## config.mk

```make
export PLATFORM = sky130hd
export DESIGN_NAME = hdr_merge_five
export DESIGN_NICKNAME = d
export VERILOG_FILES = /design/src/rtl/hdr_merge_five.sv
export SDC_FILE = /design/constraint.sdc
export NUM_CORES = 1
export LEC_CHECK = 0
export CAP_MARGIN = 20
export CORE_ASPECT_RATIO = 1.4
export CORE_MARGIN = 2
export CORE_UTILIZATION = 50
export CTS_CLUSTER_DIAMETER = 30
export DETAILED_ROUTE_END_ITERATION = 16
export DONT_BUFFER_PORTS = 1
export PLACE_DENSITY = 0.64
export SLEW_MARGIN = 20
export SYNTH_ARGS = -nofsm -noshare
export SYNTH_HDL_FRONTEND = slang
export SYNTH_SLANG_ARGS = --single-unit
```

## constraint.sdc

```tcl
create_clock -name clk -period 8.98 [get_ports clk]
set_input_delay 0.898 -clock clk [delete_from_list [all_inputs] [get_ports clk]]
set_output_delay 0.898 -clock clk [all_outputs]
set_load 0.01 [all_outputs]
```

## src/rtl/hdr_merge_five.sv

```systemverilog
`default_nettype none
// ============================================================================
// Module      : hdr_merge_five
// Description : Weighted merge of three exposure pixels. Computes
//               floor(sum(w*p) / sum(w)) with an iterative restoring
//               divider (one quotient bit per cycle). A zero weight sum
//               bypasses the divider and returns the mid exposure pixel.
// Revision    : 1.0 - initial release
// ============================================================================
module hdr_merge_five #(
  parameter int N  = 5,
  parameter int WW = 8
) (
  input  logic          clk,
  input  logic          rst_n,
  input  logic          in_valid,
  output logic          in_ready,
  input  logic [N-1:0]  pixel_high,
  input  logic [N-1:0]  pixel_mid,
  input  logic [N-1:0]  pixel_low,
  input  logic [WW-1:0] w_high,
  input  logic [WW-1:0] w_mid,
  input  logic [WW-1:0] w_low,
  output logic          out_valid,
  input  logic          out_ready,
  output logic [N-1:0]  out_pixel,
  output logic          out_div_zero
);

  // Numerator holds three N*WW products; denominator holds three weights.
  localparam int c_num_w = N + WW + 2;
  localparam int c_den_w = WW + 2;
  localparam int c_cnt_w = $clog2(c_num_w);
  localparam logic [c_cnt_w-1:0] c_last_iter = c_cnt_w'(c_num_w - 1);

  typedef enum logic [1:0] {
    IDLE = 2'd0,
    MAC  = 2'd1,
    DIV  = 2'd2,
    DONE = 2'd3
  } state_t;

  state_t               r_state;
  logic                 r_in_ready;
  logic                 r_out_valid;
  logic [N-1:0]         r_out_pixel;
  logic                 r_div_zero;

  logic [N-1:0]         r_pix_h, r_pix_m, r_pix_l;
  logic [WW-1:0]        r_w_h, r_w_m, r_w_l;

  // r_numq starts as the numerator; quotient bits shift in from the LSB
  // as numerator bits shift out of the MSB.
  logic [c_num_w-1:0]   r_numq;
  logic [c_den_w-1:0]   r_den;
  logic [c_den_w-1:0]   r_rem;
  logic [c_cnt_w-1:0]   r_cnt;

  logic [c_num_w-1:0]   w_num;
  logic [c_den_w-1:0]   w_den;
  logic [c_den_w:0]     w_rem_sh;
  logic [c_den_w:0]     w_diff;
  logic                 w_ge;
  logic [c_den_w-1:0]   w_rem_nx;
  logic [c_num_w-1:0]   w_numq_nx;

  // Weighted sum and weight sum from the captured sample set.
  assign w_num = c_num_w'(r_w_h) * c_num_w'(r_pix_h)
               + c_num_w'(r_w_m) * c_num_w'(r_pix_m)
               + c_num_w'(r_w_l) * c_num_w'(r_pix_l);
  assign w_den = c_den_w'(r_w_h) + c_den_w'(r_w_m) + c_den_w'(r_w_l);

  // One restoring step. The shifted remainder is below 2*den, so the borrow
  // bit of the trial subtraction alone decides the quotient bit.
  assign w_rem_sh  = {r_rem, r_numq[c_num_w-1]};
  assign w_diff    = w_rem_sh - {1'b0, r_den};
  assign w_ge      = ~w_diff[c_den_w];
  assign w_rem_nx  = w_ge ? w_diff[c_den_w-1:0] : w_rem_sh[c_den_w-1:0];
  assign w_numq_nx = {r_numq[c_num_w-2:0], w_ge};

  assign in_ready     = r_in_ready;
  assign out_valid    = r_out_valid;
  assign out_pixel    = r_out_pixel;
  assign out_div_zero = r_div_zero;

  // Control FSM and datapath registers; all outputs are registered.
  always_ff @(posedge clk or negedge rst_n) begin
    if (!rst_n) begin
      r_state     <= IDLE;
      r_in_ready  <= 1'b1;
      r_out_valid <= 1'b0;
      r_out_pixel <= '0;
      r_div_zero  <= 1'b0;
      r_pix_h     <= '0;
      r_pix_m     <= '0;
      r_pix_l     <= '0;
      r_w_h       <= '0;
      r_w_m       <= '0;
      r_w_l       <= '0;
      r_numq      <= '0;
      r_den       <= '0;
      r_rem       <= '0;
      r_cnt       <= '0;
    end else begin
      case (r_state)
        IDLE: begin
          if (in_valid) begin
            r_pix_h    <= pixel_high;
            r_pix_m    <= pixel_mid;
            r_pix_l    <= pixel_low;
            r_w_h      <= w_high;
            r_w_m      <= w_mid;
            r_w_l      <= w_low;
            r_in_ready <= 1'b0;
            r_state    <= MAC;
          end
        end
        MAC: begin
          if (w_den == '0) begin
            r_out_pixel <= r_pix_m;
            r_div_zero  <= 1'b1;
            r_out_valid <= 1'b1;
            r_state     <= DONE;
          end else begin
            r_numq  <= w_num;
            r_den   <= w_den;
            r_rem   <= '0;
            r_cnt   <= '0;
            r_state <= DIV;
          end
        end
        DIV: begin
          r_numq <= w_numq_nx;
          r_rem  <= w_rem_nx;
          r_cnt  <= r_cnt + c_cnt_w'(1);
          if (r_cnt == c_last_iter) begin
            // Quotient never exceeds the largest pixel, so its upper bits are zero.
            r_out_pixel <= w_numq_nx[N-1:0];
            r_div_zero  <= 1'b0;
            r_out_valid <= 1'b1;
            r_state     <= DONE;
          end
        end
        DONE: begin
          if (out_ready) begin
            r_out_valid <= 1'b0;
            r_in_ready  <= 1'b1;
            r_state     <= IDLE;
          end
        end
        default: begin
          r_state    <= IDLE;
          r_in_ready <= 1'b1;
        end
      endcase
    end
  end

endmodule
`default_nettype wire

```

==> tab_implementation.tex <==
\begin{tabular}{lr}
\hline
Metric & Value \\
\hline
\multicolumn{2}{l}{\textbf{Hold path}} \\
Path category of the worst min-delay check & primary input to async pin \\
\multicolumn{2}{l}{\textbf{STA}} \\
Highest clock rate & roughly 160 MHz \\
Transition time of the tightest slew-check pin & $\sim$1.0 ns \\
Worst max-slew margin expressed relative to the limit & 0.3192 \\
Final setup vio count & 0 \\
Accumulated negative setup slack & 0 ns \\
Number of max-slew violations in the final report & 0 \\
Unrepaired setup endpoints after global routing & false \\
Final Hold Vio Count & 0 \\
Time the final worst path needs with I/O delays and setup & roughly 6.1 ns \\
Worst slack on hold paths & approximately 0.24 ns \\
Final clock period utilization by the worst path & 0.6803 \\
Worst clock skew & $\sim$0.012 ns \\
Least setup slack across all paths after layout & around 2.9 ns \\
\multicolumn{2}{l}{\textbf{Cells and area}} \\
Layout Area Growth over Synthesis & 6.172\% \\
Final net count & around 1100 \\
Final Instance Area & around 0.0092 sq mm \\
Share of post-route cells with drive strength above 1 & 0.09206 \\
\multicolumn{2}{l}{\textbf{Synthesis}} \\
Count of warnings emitted by yosys & 0 \\
Distinct cell type count after synthesis & 56 \\
Sequential area share after synthesis & 0.2546 \\
Synthesized-area fraction occupied by xor and xnor cells & 0.01619 \\
Post-synth EDFFs & 0 \\
Fraction of registers with async set/reset & 1.000 \\
Ranking of synthesized cells by area & dfrtp\_1, fa\_1, ha\_1 \\
Netlist Area Pre-Place & 0.008656 sq mm \\
Instance count of the mapped netlist & 871 \\
Synthesis-stage register bit count & 88 \\
Top-area cell type share of the netlist area & 0.2515 \\
Average cell area after synthesis & around 10 sq um \\
Cell taking the most area after synthesis & dfrtp\_1 \\
Prevailing post-synth register cell & dfrtp\_1 \\
Main combinational cell family by area after synthesis & adder cells \\
Share of synthesized cell area in and, or, nand and nor gates & 0.1392 \\
Syn Nets & 1090 \\
Portion of netlist area occupied by mux cells & 0.08138 \\
Post-Synth Adder-Cell Area & 0.3455 \\
Compound-gate portion of the synthesized area & 0.08760 \\
\multicolumn{2}{l}{\textbf{Placement}} \\
Placed wire-length estimate & around 15000 um \\
Placer Congestion & between 0.8 and 0.9 \\
Number of buffers inserted by port buffering & 0 \\
Worst slack, placed & between 2 and 3 ns \\
Dpl cell area & 0.008876 sq mm \\
\multicolumn{2}{l}{\textbf{Clock network}} \\
Skew-Pair Late Insertion Delay & approximately 0.35 ns \\
Root buffer cell & clkbuf\_16 \\
Post-CTS repair timing setup buffer count & 0 \\
CTS clock-pin slew for the worst setup and hold paths & about 0.070 ns \\
CTS resizes & 0 \\
CTS sink cnt & 88 \\
Maximum clock path buffer count & 2 \\
CTS tree & yes \\
Number of buffers inserted by hold repair at cts & 0 \\
Total CTS buffers & 9 \\
H-tree levels & 3 \\
\multicolumn{2}{l}{\textbf{Drt}} \\
Via-to-Cell Ratio & approximately 5.2 \\
WL/cell & 17.41 um \\
Number of design rule violations left after detail routing & 0 \\
Routed met3 length & 473 um \\
Antenna Violating Nets Remaining & 0 \\
WL met1 & approximately 8000 um \\
Iteration-0 DRC Markers & 270 \\
Wire length on met2 & 10250 um \\
Number of search-and-repair iterations in the first detailed-routing pass & 4 \\
Routed WL & a little under 20000 um \\
Number of vias in the routed layout & between 5000 and 6000 \\
Highest Signal Layer & met4 \\
\multicolumn{2}{l}{\textbf{GRT}} \\
Remaining global-route overflow & 0 \\
Global-route wire length before repair & $\sim$32000 um \\
Largest net degree at the start of global routing & 89 \\
Number of global-route vias before repair & between 6000 and 7000 \\
Overall Global Routing Usage & 0.2242 \\
Initial antenna violation count & 3 \\
\multicolumn{2}{l}{\textbf{Job}} \\
Max-cap violations & 0 \\
\multicolumn{2}{l}{\textbf{Floorplanning}} \\
Effective utilization at floorplan & 0.5126 \\
Top-Level Pins & 51 \\
Die footprint & about 0.018 sq mm \\
Die height & $\sim$160 um \\
Core Footprint & around 0.017 sq mm \\
Number of placement rows & 56 \\
Horiz. Die Dim & roughly 120 um \\
\multicolumn{2}{l}{\textbf{Worst setup path}} \\
Type of origin of the critical path & flop \\
Type of element capturing the critical path & flop \\
Worst Path Class, Setup & flop to flop \\
Worst Path Required & 9.23 ns \\
Maximum fanout count along the critical path & 10 \\
Arrival time of data at the critical path endpoint & $\sim$6.4 ns \\
\multicolumn{2}{l}{\textbf{Status}} \\
Outcome & completed \\
\hline
\end{tabular}
## kinds of logic (layout without fill, tap and decap cells)
| group | after synthesis | count (layout) |
|---|---|---|
| AOI/OAI and AO/OA | 119 | 119 |
| DFF | 88 | 88 |
| muxes | 64 | 64 |
| other | 0 | 3 |
| adders and majority gates | 176 | 176 |
| buffers and inverters | 169 | 167 |
| xor gates and xnor gates | 16 | 16 |
| and+or+nand+nor | 239 | 239 |
## placed cells by master, fill, tap and decap left out, types with 2 or more instances in the layout
cell	synthesis	layout
o31a_1	2	2
ha_1	71	71
o21a_1	9	9
o211ai_1	3	3
and2_1	82	82
o22ai_1	5	5
nor2_1	23	23
a21oi_1	25	25
nor4_1	4	4
fa_1	105	105
a21o_1	4	4
nor2b_1	6	6
nand2_1	90	89
mux2_2	51	51
nand2b_1	3	3
or3_1	4	4
mux2i_1	13	12
a31oi_1	4	4
a211oi_1	5	5
buf_4	0	3
a22o_1	2	2
xor2_1	8	8
nand3_1	4	4
dfrtp_1	87	87
clkinvlp_4	0	2
o21ai_0	40	40
a221oi_1	3	3
diode_2	0	3
clkbuf_16	0	9
inv_1	147	147
nor3_1	13	13
o21ai_1	2	2
o31ai_1	2	2
a21boi_0	3	3
xnor2_1	8	8
## critical path, stage by stage, from the launching register on
cell and delay (ns):
dfrtp_1 0.53, and2_1 0.25, fa_1 0.53, fa_1 0.53
fa_1 0.54, fa_1 0.54, fa_1 0.55, inv_1 0.05
fa_1 0.53, inv_1 0.04, ha_1 0.35, a21o_1 0.20
a21oi_1 0.18, a21boi_0 0.11, buf_4 0.17, a2111oi_0 0.40
nor3_1 0.13, xnor2_1 0.14, a221oi_1 0.23
## path summary, 6_finish.rpt
path	startpoint	end	slack, ns	cells past startpoint
setup / recovery	r_pix_m[2]	r_numq[14]	2.87	18
hold / removal	rst_n	r_w_h[7]	0.24	0
setup reg to reg	r_pix_m[2]	r_numq[14]	2.87	18
hold reg to reg	r_den[3]	r_den[3]	0.48	2
max in group asynchronous	rst_n	in_ready	8.50	0
min in group clk	r_den[3]	r_den[3]	0.48	2
## registers in the layout, indices dropped and copies added, names as in the netlist
register      flops
r_state           2
r_w_h             8
r_den            10
r_w_m             8
r_pix_l           5
out_pixel         5
r_pix_h           5
r_cnt             4
out_div_zero      1
r_numq           15
r_w_l             8
r_rem            10
in_ready          1
out_valid         1
r_pix_m           5
## cells in the mapped netlist, types with 2 or more instances
cell / count
nor3_1: 13
xor2_1: 8
a21oi_1: 25
nand2_1: 90
xnor2_1: 8
o22ai_1: 5
a21boi_0: 3
o21ai_1: 2
mux2i_1: 13
nor4_1: 4
or3_1: 4
a21o_1: 4
and2_1: 82
o31ai_1: 2
a211oi_1: 5
a221oi_1: 3
o21ai_0: 40
clkbuf_1: 15
buf_2: 4
a31oi_1: 4
dfrtp_1: 87
a22o_1: 2
o211ai_1: 3
nor2b_1: 6
nand3_1: 4
inv_1: 147
o21a_1: 9
buf_6: 2
o31a_1: 2
fa_1: 105
mux2_2: 51
ha_1: 71
nand2b_1: 3
nor2_1: 23
## final cells by class
class / count / area [sq um]
fillers: 1524 / 7696
multi-input cells: 614 / 5804
flip-flops and latches: 88 / 2203
inverters: 148 / 555.5
well taps: 232 / 290.3
clock buffers: 10 / 239.0
clock inverters: 6 / 67.56
repair buffers: 3 / 22.52
diodes: 3 / 7.507
## layer usage
metal / vias to the layer above / track usage
li1: 2780 / -
met3: 24 / 0.03378
met1: 2878 / 0.2829
met4: 0 / 0.07284
met2: 86 / 0.3914
met5: - / 0
## per-stage QoR
step / util / instances
floorplan: - / 871
global placement: 0.5256 / 1085
detailed placement: 0.5256 / 1085
CTS: 0.5438 / 1101
global route: 0.5442 / 1104
finish: 0.5442 / 1104
Power is left out: the tool's default activity adds up to more than one toggle a clock period on the data nets, which glitch-free logic cannot reach.
